### config.mk
export PLATFORM = sky130hd
export DESIGN_NAME = exe_mem_stage_buf
export DESIGN_NICKNAME = d
export VERILOG_FILES = /design/src/rtl/exe_mem_stage_buf.sv
export SDC_FILE = /design/constraint.sdc
export NUM_CORES = 1
export LEC_CHECK = 0
export ABC_AREA = 1
export CAP_MARGIN = 20
export CORE_MARGIN = 3
export CORE_UTILIZATION = 52
export DETAILED_ROUTE_END_ITERATION = 6
export PLACE_DENSITY = 0.92
export SLEW_MARGIN = 20
export SYNTH_ARGS = -nofsm -noshare
export SYNTH_HDL_FRONTEND = slang
export SYNTH_SLANG_ARGS = --single-unit
export TNS_END_PERCENT = 5
### constraint.sdc
create_clock -name clk -period 7.7 [get_ports clk]
set_input_delay 1.155 -clock clk [delete_from_list [all_inputs] [get_ports clk]]
set_output_delay 1.155 -clock clk [all_outputs]
set_load 0.005 [all_outputs]
### src/rtl/exe_mem_stage_buf.sv
// EXE-to-MEM stage buffer: elastic valid/ready with a 2-entry skid, flush, and forwarding tap.
// Optional statistics counters are built when EXE_MEM_STATS_EN is defined.
module exe_mem_stage_buf #(
  parameter int DATA_W = 32,
  parameter int DEST_W = 4,
  parameter int STAT_W = 16
) (
  input  logic              clk,
  input  logic              rst,
  input  logic              flush,
  input  logic              in_valid,
  output logic              in_ready,
  input  logic              in_wb_en,
  input  logic              in_mem_r_en,
  input  logic              in_mem_w_en,
  input  logic [DATA_W-1:0] in_alu_result,
  input  logic [DATA_W-1:0] in_st_val,
  input  logic [DEST_W-1:0] in_dest,
  output logic              out_valid,
  input  logic              out_ready,
  output logic              out_wb_en,
  output logic              out_mem_r_en,
  output logic              out_mem_w_en,
  output logic [DATA_W-1:0] out_address,
  output logic [DATA_W-1:0] out_data,
  output logic [DEST_W-1:0] out_dest,
  output logic              fwd_valid,
  output logic [DEST_W-1:0] fwd_dest,
  output logic [DATA_W-1:0] fwd_value,
  output logic [STAT_W-1:0] stat_stall_cnt,
  output logic [STAT_W-1:0] stat_flush_cnt
);

  // Payload layout, LSB first: dest, st_val, alu_result, mem_w_en, mem_r_en, wb_en.
  localparam int PW      = 3 + 2 * DATA_W + DEST_W;
  localparam int ST_LSB  = DEST_W;
  localparam int ALU_LSB = DEST_W + DATA_W;
  localparam int W_BIT   = DEST_W + 2 * DATA_W;
  localparam int R_BIT   = W_BIT + 1;
  localparam int WB_BIT  = W_BIT + 2;

  logic [PW-1:0] main_q, main_d, skid_q, skid_d, in_pl;
  logic          main_valid_q, main_valid_d, skid_valid_q, skid_valid_d;
  logic          accept;

  assign in_pl    = {in_wb_en, in_mem_r_en, in_mem_w_en, in_alu_result, in_st_val, in_dest};
  assign in_ready = ~skid_valid_q;
  assign accept   = in_valid & in_ready;

  // Main refills from skid first so ordering stays FIFO; skid only fills behind a stalled main.
  always_comb begin
    main_d       = main_q;
    skid_d       = skid_q;
    main_valid_d = main_valid_q;
    skid_valid_d = skid_valid_q;
    if (flush) begin
      main_valid_d = 1'b0;
      skid_valid_d = 1'b0;
    end else if (!main_valid_q || out_ready) begin
      if (skid_valid_q) begin
        main_d       = skid_q;
        main_valid_d = 1'b1;
        skid_valid_d = 1'b0;
      end else if (accept) begin
        main_d       = in_pl;
        main_valid_d = 1'b1;
      end else begin
        main_valid_d = 1'b0;
      end
    end else if (accept) begin
      skid_d       = in_pl;
      skid_valid_d = 1'b1;
    end
  end

  always_ff @(posedge clk or posedge rst) begin
    if (rst) begin
      main_q       <= '0;
      skid_q       <= '0;
      main_valid_q <= 1'b0;
      skid_valid_q <= 1'b0;
    end else begin
      main_q       <= main_d;
      skid_q       <= skid_d;
      main_valid_q <= main_valid_d;
      skid_valid_q <= skid_valid_d;
    end
  end

  assign out_valid    = main_valid_q;
  assign out_wb_en    = main_valid_q & main_q[WB_BIT];
  assign out_mem_r_en = main_valid_q & main_q[R_BIT];
  assign out_mem_w_en = main_valid_q & main_q[W_BIT];
  assign out_address  = main_q[ALU_LSB +: DATA_W];
  assign out_data     = main_q[ST_LSB +: DATA_W];
  assign out_dest     = main_q[DEST_W-1:0];

  // Loads are not forwardable from here: their value only exists after the memory read.
  assign fwd_valid = out_valid & out_wb_en & ~out_mem_r_en;
  assign fwd_dest  = out_dest;
  assign fwd_value = out_address;

`ifdef EXE_MEM_STATS_EN
  logic [STAT_W-1:0] stall_cnt_q, flush_cnt_q;

  // Saturating counters; only rst clears them, flush does not.
  always_ff @(posedge clk or posedge rst) begin
    if (rst) begin
      stall_cnt_q <= '0;
      flush_cnt_q <= '0;
    end else begin
      if (main_valid_q && !out_ready && stall_cnt_q != '1)
        stall_cnt_q <= stall_cnt_q + STAT_W'(1);
      if (flush && (main_valid_q || skid_valid_q) && flush_cnt_q != '1)
        flush_cnt_q <= flush_cnt_q + STAT_W'(1);
    end
  end

  assign stat_stall_cnt = stall_cnt_q;
  assign stat_flush_cnt = flush_cnt_q;
`else
  assign stat_stall_cnt = '0;
  assign stat_flush_cnt = '0;
`endif

endmodule

After elaboration in Yosys (flattened, before gate mapping)
Cells that the tools add are included.
W data, S select, Z words.
- bits in writable memories: 0
- latch bits: 0
- bits in registers: 144
- memories kept: 0
- input port bits: 76
- memory bits (read-only): 0
- reduce and logical (&&, ||, !) cells: 7
- div/mod/pow operators: 0
- $mul: 0
- mux-type cells: 9
- order comparisons: 0
- equal/unequal tests: 0
- $add $sub $neg: 0
- bitwise logic cells: 10
- shift-type cells: 0
- operator list (operator ; number):
    $mux W71 ; 2
    $mux W1 ; 7
    $and A1 B1 Y1 ; 6
    $reduce_and A3 Y1 ; 2
    $not A1 Y1 ; 4
    $reduce_bool A2 Y1 ; 2
    $reduce_bool A3 Y1 ; 1
    $logic_not A1 Y1 ; 1
    $logic_or A1 B1 Y1 ; 1

Logic depth before layout (Yosys ltp)
- word-level depth: 6
- mapped depth: 7

Worst setup path after synthesis
No wires, ideal clock.
- path type: input -> register
- from: in in_valid
- to: reg skid_q[0]
- data arrival time: 1.876 ns
- setup slack: 5.707 ns
- cell stages on the path: 6
- data required time: 7.583 ns
- setup time: 0.117 ns
- cell sequence: inv_2 > nor2_2 > nand3_1 > buf_2 > nand2_1 > nand2_1
- word-level cells in the longest chain between the ends: 2
- RTL lines (element ; RTL line ; text):
    from (decl) ; 11 ; input logic in_valid,
    $and A1 B1 Y1 ; 48 ; assign accept = in_valid & in_ready;
    $reduce_and A3 Y1 (no source line) ; -- ;
    to (signal assigned) ; 84 ; skid_q <= skid_d;
    to (decl) ; 42 ; logic [PW-1:0] main_q, main_d, skid_q, skid_d, in_pl;
Every way passes these cells.
A chain may end at the register's enable or synchronous reset.

Worst setup path after layout
- from: reg skid_valid_q
- to: out in_ready
- word-level cells in the longest chain between the ends: 1
- RTL lines (element ; RTL line ; text):
    from (decl) ; 43 ; logic main_valid_q, main_valid_d, skid_valid_q, skid_valid_d;
    from (signal assigned) ; 86 ; skid_valid_q <= skid_valid_d;
    $not A1 Y1 ; 47 ; assign in_ready = ~skid_valid_q;
    to (decl) ; 12 ; output logic in_ready,
Every way passes these cells.

==> qor.yml <==
final-seq-area_um2: 3600
post-route-period-util: 0.440
clockBufferDepth: 2
hold_violations: 0
dpl-instance-area_um2: 8580
worst_setup_path_end_kind: "output port"
crit_family: "buffers and inverters"
wire_per_inst_um: 14.7
critPathKind: "flop to output port"
core_um2: 14000
drc: 4
total_power_mw: 2.46
dp_cells: 1211
dieArea_um2: 16000
drt_iter0_markers: 635
diodes: 0
place_ws_ns: 3.99
fmax_ghz: 0.295
post_cts_buffers: 0
ys_ff_latch: 144
antenna_left: 0
grt_pass1_vias: 6107
vias: 6381
final_cells: 1243
syn_avg_cell_area_um2: 7.55
crit_path_cell_trace: "buf_4 > inv_2 > clkdlybuf4s50_1"
p_leak_nw: 4.87
status: "finished with violations"
tns_ns: 0
grt_start_max_net_pins: 86
cts_resized: 0
setup_viol: 0
failed_checks: "design-rule violations"
cp.depth: 3
cts_tree: "yes"
chipHeight_um: 127
cts_max_level: 4
hold-path-cell-count: 2
hold_buffers: 0
syn_area_um2: 7560
grt_usage: 0.234
tightest_slew_ns: 0.868
routed_wl_um: 18300
multi_input_area_um2: 2810
pin_count: 218
fin_area_um2: 9310
maxCapViolCount: 0
synthDistinctLibCells: 14
synth_cells: 1002
start_util: 0.539
viasPerCell: 5.13
max_stage_delay_ns: 0.69
rsz0062_at_grt: "no"
setup.worst_path.start_class: "flop"
r2r_cells: 7
clk_pin_slew_worst_paths_ns: 0.05
antenna_found_initial: 0
worst_slack_ns: 4.31
grt_overflow: 0
firstDrtPassIters: 7
critical-path-slowest-cell: "dfrtp_2"
cts_inserted_buffers: 17
yosysSeqAreaShare: 0.476
crit_buf_inv: 3
max-vdd-ir-drop_uv: 149
drive_gt1_frac: 0.0461
root_buffer: "clkbuf_16"
hp-class: "flop to flop"
slew_violations: 0
num_rows: 43
cp.required_ns: 6.55
dp_hpwl_um: 11400
fin_crit_ns: 3.39
area_growth_syn_to_layout_pct: 23.0
die_w_um: 127
powerDensity_nw_per_um2: 264
yosysWarnings: 0
clock_latency_ns: 0.42
port_buffers: 185
path_max_fanout: 50
cp_data_arrival_time_ns: 2.23
slew_headroom: 0.421
grt_first_pass_wirelength_um: 30600
finClkSkew_ns: 0.00589
nNetsFinal: 1126
routabilityCongestion: 0.769
fillers: 1113
clkSinkCount: 144
final timing paths:
path                                end  slack (ns)          from
min in group asynchronous    main_q[33]        1.26           rst
setup / recovery               in_ready        4.31  skid_valid_q
hold / removal                skid_q[8]        0.47     skid_q[8]
max in group asynchronous  skid_valid_q        5.10           rst
setup reg to reg             main_q[44]        4.54  skid_valid_q
hold reg to reg               skid_q[8]        0.47     skid_q[8]
cell usage in the layout (no fill, tap or decap):
cell and n:
nor2_4 3, dfrtp_2 1, conb_1 32, nand3_4 2, bufinv_16 8, nor3_1 1
nand2_2 1, clkbuf_16 17, buf_4 7, a21oi_1 1, dfrtp_1 143, inv_2 3
nor2_1 3, clkbuf_8 3, inv_1 5, nand2_1 501, inv_6 1, clkbuf_1 1
clkinv_2 3, nand3_1 142, clkdlybuf4s50_1 185
flip-flops by register name, indices dropped and copies added (netlist names):
signal,flops
main_q,71
out_valid,1
skid_q,71
skid_valid_q,1
report_power, final:
group          total (mW)  internal [mW]  switching (mW)
clock network        1.01          0.697           0.309
registers           0.993          0.901          0.0922
logic               0.456          0.252           0.204
total                2.46           1.85           0.605
Yosys cell counts:
master / number / area (µm²)
conb_1: 1 / 3.75
nor2_1: 4 / 15.0
nor3_1: 1 / 5.00
nor2_2: 2 / 12.5
inv_1: 6 / 22.5
dfrtp_1: 144 / 3600
a21oi_1: 1 / 5.00
clkbuf_1: 16 / 60.1
buf_1: 9 / 33.8
buf_4: 136 / 1020
nand3_1: 144 / 721
inv_2: 3 / 11.3
nand2_1: 502 / 1880
buf_2: 33 / 165
worst register-to-register path, cell delays in order, from the launching register on:
cell and delay (ns):
dfrtp_2 0.69, buf_4 0.55, inv_2 0.12, buf_4 0.38
nand2_1 0.27, nand3_4 0.67, nand2_1 0.28, nand2_1 0.10
cell type report:
cell class,instances,share of cell area
clock buffer,21,0.0506
clock inverter,11,0.0274
inverter,9,0.00417
multi-input combinational,686,0.302
sequential,144,0.387
tap,180,0.0242
timing repair buffer,192,0.205
through the flow:
step           utilization  hold slack [ns]
3_3_place_gp         0.611            0.453
5_1_grt              0.663            0.489
3_5_place_dp         0.611            0.459
4_1_cts              0.663            0.473
2_1_floorplan            -            0.442
6_report             0.663            0.471
routing by layer:
metal | vias to the layer above | share of wire | global-route usage
met5 | - | 0 | 0
met2 | 279 | 0.50 | 0.390
met1 | 3019 | 0.41 | 0.296
met4 | 0 | 0.025 | 0.0902
met3 | 40 | 0.072 | 0.0543
li1 | 3043 | - | -
cells by family after synthesis:
family / share of synthesized area
buffers and inverters: 0.174
DFF: 0.476
AOI/OAI and AO/OA: 0.000661
other: 0.000496
and+or+nand+nor: 0.349
Power figures use the tool's default switching activity.
